## src/rtl/vector_load_unit.sv

```systemverilog
// Strided vector load: fetches LANES words one request at a time and writes the assembled vector to the VRF.
// Define VLOAD_BCAST_EN to add the bcast input (single fetch replicated into every lane).
module vector_load_unit #(
  parameter int WORD_W = 32,
  parameter int LANES  = 8
) (
  input  logic              clk,
  input  logic              rst,
  input  logic              start,
  input  logic [31:0]       vaddr_base,
  input  logic [31:0]       vstride,
  input  logic [4:0]        vdst,
`ifdef VLOAD_BCAST_EN
  input  logic              bcast,
`endif
  output logic              mem_req,
  output logic [31:0]       mem_addr,
  input  logic              mem_gnt,
  input  logic              mem_rvalid,
  input  logic [WORD_W-1:0] mem_rdata,
  output logic              vwe3,
  output logic [4:0]        vwa3,
  output logic [255:0]      vwd3,
  output logic              busy,
  output logic              done,
  output logic              err
);

  localparam int VEC_W  = WORD_W * LANES;
  localparam int LANE_W = (LANES > 1) ? $clog2(LANES) : 1;
  localparam logic [LANE_W-1:0] LAST_LANE = LANE_W'(LANES - 1);

  typedef enum logic [1:0] {IDLE, REQ, WAIT, WRITE} state_t;

  state_t            state_reg;
  logic [LANE_W-1:0] lane_reg;
  logic [31:0]       addr_reg;
  logic [31:0]       stride_reg;
  logic [4:0]        vdst_reg;
  logic              mem_req_reg;
  logic              vwe3_reg;
  logic              done_reg;
  logic              err_reg;
  logic [4:0]        vwa3_reg;
  logic [255:0]      vwd3_reg;
  logic [VEC_W-1:0]  vec_reg;
  logic [VEC_W-1:0]  vec_next;
  logic              bcast_reg;
  logic              capture;
  logic              last_word;
  logic              dst_ok;

  // Only registers v16..v23 are legal load targets.
  assign dst_ok    = (vdst[4:3] == 2'b10);
  assign capture   = (state_reg == WAIT) && mem_rvalid;
  assign last_word = (lane_reg == LAST_LANE) || bcast_reg;

`ifdef VLOAD_BCAST_EN
  always_ff @(posedge clk or negedge rst) begin
    if (!rst) begin
      bcast_reg <= 1'b0;
    end else if (state_reg == IDLE && start && dst_ok) begin
      bcast_reg <= bcast;
    end
  end
`else
  assign bcast_reg = 1'b0;
`endif

  // Per-lane capture registers; vec_next already includes the word arriving this cycle.
  generate
    for (genvar gi = 0; gi < LANES; gi++) begin : g_lane
      logic [WORD_W-1:0] word_reg;
      logic              hit;

      assign hit = capture && (bcast_reg || (lane_reg == LANE_W'(gi)));
      assign vec_next[gi*WORD_W +: WORD_W] = hit ? mem_rdata : word_reg;
      assign vec_reg[gi*WORD_W +: WORD_W]  = word_reg;

      always_ff @(posedge clk or negedge rst) begin
        if (!rst) begin
          word_reg <= '0;
        end else begin
          word_reg <= vec_next[gi*WORD_W +: WORD_W];
        end
      end
    end
  endgenerate

  always_ff @(posedge clk or negedge rst) begin
    if (!rst) begin
      state_reg   <= IDLE;
      lane_reg    <= '0;
      addr_reg    <= '0;
      stride_reg  <= '0;
      vdst_reg    <= '0;
      mem_req_reg <= 1'b0;
      vwe3_reg    <= 1'b0;
      done_reg    <= 1'b0;
      err_reg     <= 1'b0;
      vwa3_reg    <= '0;
      vwd3_reg    <= '0;
    end else begin
      vwe3_reg <= 1'b0;
      done_reg <= 1'b0;
      err_reg  <= 1'b0;
      case (state_reg)
        IDLE: begin
          if (start) begin
            if (dst_ok) begin
              addr_reg    <= vaddr_base;
              stride_reg  <= vstride;
              vdst_reg    <= vdst;
              lane_reg    <= '0;
              mem_req_reg <= 1'b1;
              state_reg   <= REQ;
            end else begin
              err_reg <= 1'b1;
            end
          end
        end
        REQ: begin
          if (mem_gnt) begin
            mem_req_reg <= 1'b0;
            state_reg   <= WAIT;
          end
        end
        WAIT: begin
          if (mem_rvalid) begin
            if (last_word) begin
              vwe3_reg  <= 1'b1;
              done_reg  <= 1'b1;
              vwa3_reg  <= vdst_reg;
              vwd3_reg  <= vec_next;
              state_reg <= WRITE;
            end else begin
              // Running sum gives base+lane*stride modulo 2^32 without a multiplier.
              lane_reg    <= lane_reg + LANE_W'(1);
              addr_reg    <= addr_reg + stride_reg;
              mem_req_reg <= 1'b1;
              state_reg   <= REQ;
            end
          end
        end
        WRITE: begin
          state_reg <= IDLE;
        end
        default: begin
          state_reg <= IDLE;
        end
      endcase
    end
  end

  assign mem_req  = mem_req_reg;
  assign mem_addr = addr_reg;
  assign vwe3     = vwe3_reg;
  assign vwa3     = vwa3_reg;
  assign vwd3     = vwd3_reg;
  assign busy     = (state_reg != IDLE);
  assign done     = done_reg;
  assign err      = err_reg;

endmodule

```

## config.mk

```make
export PLATFORM = sky130hd
export DESIGN_NAME = vector_load_unit
export DESIGN_NICKNAME = d
export VERILOG_FILES = /design/src/rtl/vector_load_unit.sv
export SDC_FILE = /design/constraint.sdc
export NUM_CORES = 1
export LEC_CHECK = 0
export ABC_AREA = 1
export CAP_MARGIN = 20
export CORE_ASPECT_RATIO = 0.8
export CORE_MARGIN = 2
export CORE_UTILIZATION = 53
export CTS_CLUSTER_DIAMETER = 150
export CTS_CLUSTER_SIZE = 10
export DETAILED_ROUTE_END_ITERATION = 10
export PLACE_DENSITY = 0.79
export SETUP_SLACK_MARGIN = 0.2
export SYNTH_ARGS = -nofsm -noshare
export SYNTH_HDL_FRONTEND = slang
export SYNTH_SLANG_ARGS = --single-unit
```

## constraint.sdc

```tcl
create_clock -name clk -period 2.6 [get_ports clk]
set_input_delay 0.39 -clock clk [delete_from_list [all_inputs] [get_ports clk]]
set_output_delay 0.39 -clock clk [all_outputs]
set_load 0.02 [all_outputs]
```

* Yosys cells after proc, flatten, opt, wreduce, memory -nomap -nowiden *
Cells that the tools add are included.

cells by class
  add/sub/neg operators = 2
  equal/unequal tests = 16
  mux-type cells = 36
  reduce and logical (&&, ||, !) cells = 19

operators with widths
  cell                 number
  $mux 32              12
  $pmux 32 s2          1
  $add 32x32->32       1
  $eq 3x3->1 const B   4
  $mux 3               4
  $mux 1               11
  $mux 2               5
  $ne 2x2->1 const B   5
  $logic_and 1x1->1    9
  $pmux 2 s4           1
  $eq 2x2->1 const B   3
  $eq 3x2->1 const B   2
  $pmux 3 s2           1
  $reduce_and 3->1     2
  $reduce_and 6->1     1
  $reduce_and 5->1     1
  $reduce_and 4->1     1
  $reduce_bool 2->1    2
  $add 3x1->3 const B  1
  $eq 3x1->1 const B   1
  $logic_not 3->1      1
  $pmux 1 s3           1
  $reduce_bool 3->1    1
  $eq 2x1->1 const B   1
  $logic_not 2->1      1

storage, ports and cells
  register bits = 594
  word-level logic and storage cells = 91

* Logic depth before layout (Yosys ltp) *
Gate-level depths: netlist (run 1).

  depth in word-level cells = 4
  depth in mapped cells = 13
  depth with buffers taken out = 13

* Worst setup path before layout (run 1) *
OpenSTA, ideal clock, no wires.

  path type = register to register
  start point = reg addr_reg[0], in the netlist mem_addr[0]
  end point = reg addr_reg[20], in the netlist mem_addr[20]
  library setup time = 0.116 ns
  arrival = 1.883 ns
  path slack = 0.600 ns
  cell stages (with the launch flop) = 13
  path buffers = 0
  cells stage by stage = dfrtp_1 ha_1 fa_1 nand3_1 nand3_1 nand3_1 nand3_1 nand3_1 nand2_1 nand2_1 nand3_1 nand2_1 nand2_1

on the way
  cells in the longest elaborated chain, start to end = 4

RTL lines
  element                 line  text
  from (decl)             37    logic [31:0] addr_reg;
  from (signal assigned)  111   addr_reg <= vaddr_base;
  from (signal assigned)  139   addr_reg <= addr_reg + stride_reg;
  $add 32x32->32          139
  $mux 32                 130   if (last_word) begin
  $mux 32                 129   if (mem_rvalid) begin
  $pmux 32 s2             107   case (state_reg)

Every way passes these cells. The select of a mux whose other input is x is not followed.
A chain may end at the register's enable or synchronous reset.

* Final worst setup path (run 1) *
  start point = reg state_reg[1]
  end point = out busy

on the way
  cells in the longest elaborated chain, start to end = 1

RTL lines
  element                 line  text
  from (decl)             35    state_t state_reg;
  from (signal assigned)  92    state_reg <= IDLE;
  from (signal assigned)  116   state_reg <= REQ;
  from (signal assigned)  125   state_reg <= WAIT;
  $reduce_bool 2->1       160   assign busy = (state_reg != IDLE);
  to (decl)               24    output logic busy,

Every way passes these cells.

==> results.sh, run 1 <==
export IMPL_syn_inst=2761
export IMPL_antenna_found_initial=1
export IMPL_netlist_area_sq_mm=0.0242
export IMPL_nFillCells=3558
export IMPL_reg2reg_depth=12
export IMPL_slew_headroom_pct=61.5
export IMPL_final_common_cell="nand2_1"
export IMPL_rows=70
export IMPL_maxCapViolCount=0
export IMPL_grt_use_total_pct=29.7
export IMPL_setup_viol_count_final=0
export IMPL_overflow=0
export IMPL_path_buf_inv=2
export IMPL_synth_edf_count=0
export IMPL_cts_tree="yes"
export IMPL_fin_crit_ns=2.27
export IMPL_synthFlopType="dfrtp_1"
export IMPL_synth_nets=2905
export IMPL_slowest_delay_ns=0.54
export IMPL_initial_utilization_pct=53.4
export IMPL_dpl_hpwl_um=47400
export IMPL_outcome="finished clean"
export IMPL_drc=0
export IMPL_fmaxAchievable_mhz=441
export IMPL_ys_types=36
export IMPL_cts_sinks=562
export IMPL_cp_arrival_ns=1.88
export IMPL_cp_slowest_cell="clkdlybuf4s50_1"
export IMPL_final_cell_mix="nand2_1 (1205), dfrtp_1 (562), clkdlybuf4s50_1 (402)"
export IMPL_ant_nets=0
export IMPL_p_total_w=0.0282
export IMPL_crit_chain="nor2_1, inv_1, clkdlybuf4s50_1"
export IMPL_crit_cells=3
export IMPL_worstSetupPathType="reg -> out"
export IMPL_rsz0062_at_grt="yes"
export IMPL_fin_skew_ns=0.0170
export IMPL_grt_first_pass_wirelength_um=110000
export IMPL_ys_warn_count=0
export IMPL_end_kind="output pin"
export IMPL_hp_class="in -> reg"
export IMPL_place_inst=3707
export IMPL_clock_path_buffers=3
export IMPL_core_area_sq_mm=0.0454
export IMPL_stdcell_count=3783
export IMPL_drive_gt1_share_pct=9.87
export IMPL_setup_ws_ns=0.330
export IMPL_viasPerCell=5.26
export IMPL_io_buffers=403
export IMPL_path_clk_slew_ns=0.06
export IMPL_crit_fanout=4
export IMPL_maxSlewViolCount=0
export IMPL_synthArstFlopShare_pct=100
export IMPL_grt_max_degree=79
export IMPL_cp_required_ns=2.21
export IMPL_wl_per_cell_um=18.2
export IMPL_leakagePower_nw=15.8
export IMPL_synth_seq_area_share_pct=58.1
export IMPL_largest_reg_flops=256
export IMPL_whs_path_depth=3
export IMPL_clkLatencyLatePin_ns=0.60
export IMPL_cts_buffers=66
export IMPL_synth_seq_cells=562
export IMPL_wl_um=68900
export IMPL_route_vias_total=19900
export IMPL_hold_viol=0
export IMPL_die_w_um=243
export IMPL_die_h_um=195
export IMPL_powerDensity_mw_per_mm2=912
export IMPL_grt_pass1_vias=20200
export IMPL_fin_worst_hold_slack_ns=0.331
export IMPL_vdd_ir_drop_worst_mv=0.674
export IMPL_path_delay_family="buffers and inverters"
export IMPL_avgSynthCellArea_sq_um=8.77
export IMPL_dr_pass1_iters=7
export IMPL_drt_iter0_drc=1545
export IMPL_period_share_pct=87.3
export IMPL_pin_count=404
export IMPL_worst_slew_pin_slew_ns=0.576
export IMPL_final_setup_tns_ns=0
export IMPL_clockRootBuffer="clkbuf_16"
export IMPL_cts_setup_buffers=0
export IMPL_cts_max_level=3
export IMPL_start_kind="register"
export IMPL_areaGrowthSynthToFinish_pct=27.5
export IMPL_pre_cts_slack_ns=0.231
export IMPL_die_area_sq_mm=0.0474
export IMPL_final_nets=3308
export IMPL_gp_congestion=0.932
-- cells by family after synthesis --
logic type / share of synthesized area, %
adders and majority gates: 1.99
xor gates and xnor gates: 0.398
AOI/OAI and AO/OA: 9.04
buffers and inverters: 5.54
DFF: 58.1
and+or+nand+nor: 25.0
-- synth_stat cells, types with 4 or more instances --
cell type,number,area (sq um)
nand3_1,45,225
ha_1,37,463
dfrtp_1,562,14100
nor2_1,280,1050
nand2_1,1205,4520
inv_1,168,631
buf_4,43,323
xnor2_1,4,35.0
nand4_1,4,25.0
xor2_1,7,61.3
nor2_8,7,140
a21oi_1,72,360
a21oi_2,168,1470
clkbuf_1,20,75.1
buf_2,54,270
o21ai_0,54,270
-- metal layers --
metal | GRT usage, % | up-vias | part of all wire (%)
met4 | 12.0 | 0 | 3.9
met2 | 44.9 | 728 | 45
met5 | 0 | - | 0
li1 | - | 9320 | -
met3 | 6.47 | 157 | 7.4
met1 | 41.9 | 9687 | 44
-- worst min-delay path: cells and delay by family --
family / cells / cell delay (ns)
AND/OR/NAND/NOR: 2 / 0.11
buffers and inverters: 1 / 0.39
-- metrics by stage --
stage               utilization, %  instance area (sq um)
global route                  68.1                  30900
detailed placement            64.1                  29100
global placement              64.1                  29100
floorplan                        -                  24200
CTS                           68.1                  30900
finish                        68.1                  30900
-- path summary, 6_finish.rpt --
check	endpoint	slack, ns	from
max in group asynchronous	g_lane[2].word_reg[30]$_DFF_PN0_	1.39	rst
max	busy	0.33	state_reg[1]$_DFFE_PN0P_
min in group asynchronous	g_lane[1].word_reg[10]$_DFF_PN0_	0.36	rst
min reg2reg	vwd3[232]$_DFFE_PN0P_	0.47	vwd3[232]$_DFFE_PN0P_
min	stride_reg[21]$_DFFE_PN0P_	0.33	vstride[21]
max reg2reg	mem_addr[29]$_DFFE_PN0P_	0.35	mem_addr[9]$_DFFE_PN0P_
-- power by group --
| part | switching, W | internal, W |
|---|---|---|
| combinational | 0.00582 | 0.00326 |
| sequential | 0.000767 | 0.0103 |
| clock | 0.00343 | 0.00464 |
-- what timing repair did --
action,CTS,global route
setup endpoints to repair,0,4
hold endpoints to repair,42,0
gates resized for setup,0,3
hold buffers,1,0
-- cell type report --
| cell class | count | area, sq um | area share [%] |
|---|---|---|---|
| Sequential cell | 562 | 14100 | 45.5 |
| Multi-Input combinational cell | 1907 | 8830 | 28.6 |
| Timing Repair Buffer | 456 | 4800 | 15.5 |
| Clock buffer | 68 | 1700 | 5.51 |
| Tap cell | 612 | 766 | 2.48 |
| Inverter | 171 | 649 | 2.10 |
| Clock inverter | 6 | 71.3 | 0.231 |
| Antenna cell | 1 | 2.50 | 0.00810 |
Note: power is estimated with default switching activity, not from simulation.
==> run 2: changes to the inputs <==
--- a/config.mk
+++ b/config.mk
@@ -6,7 +6,7 @@
 export NUM_CORES = 1
 export LEC_CHECK = 0
 export ABC_AREA = 1
-export CAP_MARGIN = 20
+export CAP_MARGIN = 10
 export CORE_ASPECT_RATIO = 0.8
 export CORE_MARGIN = 2
 export CORE_UTILIZATION = 53
==> results of run 2 <==
Same layout as run 1: the final DEF is identical, and so are final timing and power.
==> run 3: changes to the inputs <==
--- a/config.mk
+++ b/config.mk
@@ -11,7 +11,6 @@
 export CORE_MARGIN = 2
 export CORE_UTILIZATION = 53
 export CTS_CLUSTER_DIAMETER = 150
-export CTS_CLUSTER_SIZE = 10
 export DETAILED_ROUTE_END_ITERATION = 10
 export PLACE_DENSITY = 0.79
 export SETUP_SLACK_MARGIN = 0.2
==> run 3 against run 2 <==
Effect of this change:
- via count shrank 0.84%
- hold slack worse by 0.014 ns
- cell count rose by 0.66%
- setup slack worse by 0.020 ns
- maximum frequency down 0.87%
- largest power group unchanged
==> results.sh, run 3 (synthesis gave the netlist of run 1 again) <==
export IMPL_final_common_cell="nand2_1"
export IMPL_final_setup_tns_ns=0
export IMPL_hold_viol=0
export IMPL_intPower_w=0.0182
export IMPL_wl_per_cell_um=17.9
export IMPL_setup_viol_count_final=0
export IMPL_initial_utilization_pct=53.4
export IMPL_ant_nets=0
export IMPL_vdd_ir_drop_worst_mv=0.571
export IMPL_dpl_hpwl_um=47400
export IMPL_whs_endpoint="stride_reg[30]$_DFFE_PN0P_"
export IMPL_setup_ws_ns=0.310
export IMPL_r2r_end="mem_addr[23]$_DFFE_PN0P_"
export IMPL_regToRegSetupSlack_ns=0.34
export IMPL_min_from="vstride[30]"
export IMPL_route_vias_total=19700
export IMPL_slew_headroom_pct=61.8
export IMPL_antenna_found_initial=0
export IMPL_switchingPower_w=0.0101
export IMPL_cts_sinks=562
export IMPL_stdcell_area_sq_mm=0.0310
export IMPL_r2r_start="mem_addr[12]$_DFFE_PN0P_"
export IMPL_io_buffers=403
export IMPL_crit_path_start="state_reg[1]$_DFFE_PN0P_"
export IMPL_wl_um=68200
export IMPL_pre_cts_slack_ns=0.231
export IMPL_die_w_um=243
export IMPL_antenna_cells=0
export IMPL_maxSlewViolCount=0
export IMPL_fin_skew_ns=0.0179
export IMPL_path_clk_slew_ns=0.07
export IMPL_areaGrowthSynthToFinish_pct=27.9
export IMPL_cts_tree="yes"
export IMPL_start_kind="register"
export IMPL_sequentialPowerShare_pct=38.9
export IMPL_rows=70
export IMPL_leakagePower_nw=15.9
export IMPL_grt_use_total_pct=29.2
export IMPL_core_area_sq_mm=0.0454
export IMPL_fmaxAchievable_mhz=437
export IMPL_stdcell_count=3808
export IMPL_grt_pass1_vias=20000
export IMPL_clock_path_buffers=3
export IMPL_drc=0
export IMPL_viasPerCell=5.18
export IMPL_hp_class="in -> reg"
export IMPL_dr_pass1_iters=5
export IMPL_clkPwrFrac_pct=29.0
export IMPL_rsz0062_at_grt="yes"
export IMPL_dpl_cell_area_sq_mm=0.0291
export IMPL_outcome="finished clean"
export IMPL_whs_path_depth=3
export IMPL_reg2reg_depth=11
export IMPL_overflow=0
export IMPL_cts_setup_buffers=0
export IMPL_post_route_util_pct=68.3
export IMPL_cts_buffers=53
export IMPL_final_cell_mix="nand2_1 (1205), dfrtp_1 (562), clkdlybuf4s50_1 (402)"
export IMPL_swShare_pct=35.7
export IMPL_fin_crit_ns=2.29
export IMPL_die_h_um=195
export IMPL_maxCapViolCount=0
export IMPL_cts_max_level=2
export IMPL_final_nets=3295
export IMPL_cp_arrival_ns=1.90
export IMPL_die_area_sq_mm=0.0474
export IMPL_pwr_share_comb_pct=32.2
export IMPL_clockRootBuffer="clkbuf_16"
export IMPL_gp_congestion=0.932
export IMPL_worstSetupPathType="reg -> out"
export IMPL_cp_required_ns=2.21
export IMPL_period_share_pct=88.1
export IMPL_crit_fanout=4
export IMPL_place_inst=3707
export IMPL_grt_max_degree=79
export IMPL_pin_count=404
export IMPL_clkLatencyLatePin_ns=0.62
export IMPL_drt_iter0_drc=1657
export IMPL_end_kind="output pin"
export IMPL_worst_slew_pin_slew_ns=0.573
export IMPL_grt_first_pass_wirelength_um=110000
export IMPL_powerDensity_mw_per_mm2=915
export IMPL_largest_reg_flops=256
export IMPL_drive_gt1_share_pct=10.3
-- run 3: power groups by stage --
stage	Combinational [W]	Clock [W]	Sequential [W]
after detailed placement	0.00895	0	0.0112
after CTS	0.00900	0.00835	0.0110
after floorplan	0.00581	0	0.0112
after global placement	0.00874	0	0.0111
after global routing	0.0102	0.00869	0.0112
final	0.00912	0.00822	0.0110
-- run 3: how the worst max path moves through the flow --
stage	cells after the start	end
6_report	3	busy
5_1_grt	12	mem_addr[23]$_DFFE_PN0P_
4_1_cts	11	mem_addr[23]$_DFFE_PN0P_
3_5_place_dp	8	vwd3[0]$_DFFE_PN0P_
3_3_place_gp	8	vwd3[31]$_DFFE_PN0P_
2_1_floorplan	12	mem_addr[20]$_DFFE_PN0P_
-- run 3: metrics by stage --
step | power [W] | hold slack (ns)
6_report | 0.0284 | 0.316
3_3_place_gp | 0.0198 | 0.392
2_1_floorplan | 0.0170 | 0.0944
4_1_cts | 0.0284 | 0.285
3_5_place_dp | 0.0201 | 0.393
5_1_grt | 0.0300 | 0.309
-- run 3: repair_timing --
action,CTS,global route
gates resized for setup,0,3
hold buffers,1,0
setup endpoints to repair,0,4
endpoints found under the hold margin,42,0
-- run 3: worst max-delay path: stages (launching register included) --
cell and delay [ns]:
dfrtp_1 0.43, nor2_1 0.25, inv_1 0.07, clkdlybuf4s50_1 0.54
-- run 3: layout make-up --
type	count	area [sq um]
multi-input cells	1907	8830
clock inverters	24	332
clock buffers	76	1530
inverters	171	649
repair buffers	456	4800
flip-flops and latches	562	14100
fillers	3575	14400
well taps	612	766
-- run 3: per-layer routing --
layer	part of all wire, %	up-vias	GRT usage [%]
met5	0	-	0
met2	45	675	44.1
met4	3.7	0	11.8
met1	45	9581	42.4
met3	6.6	135	4.99
li1	-	9334	-
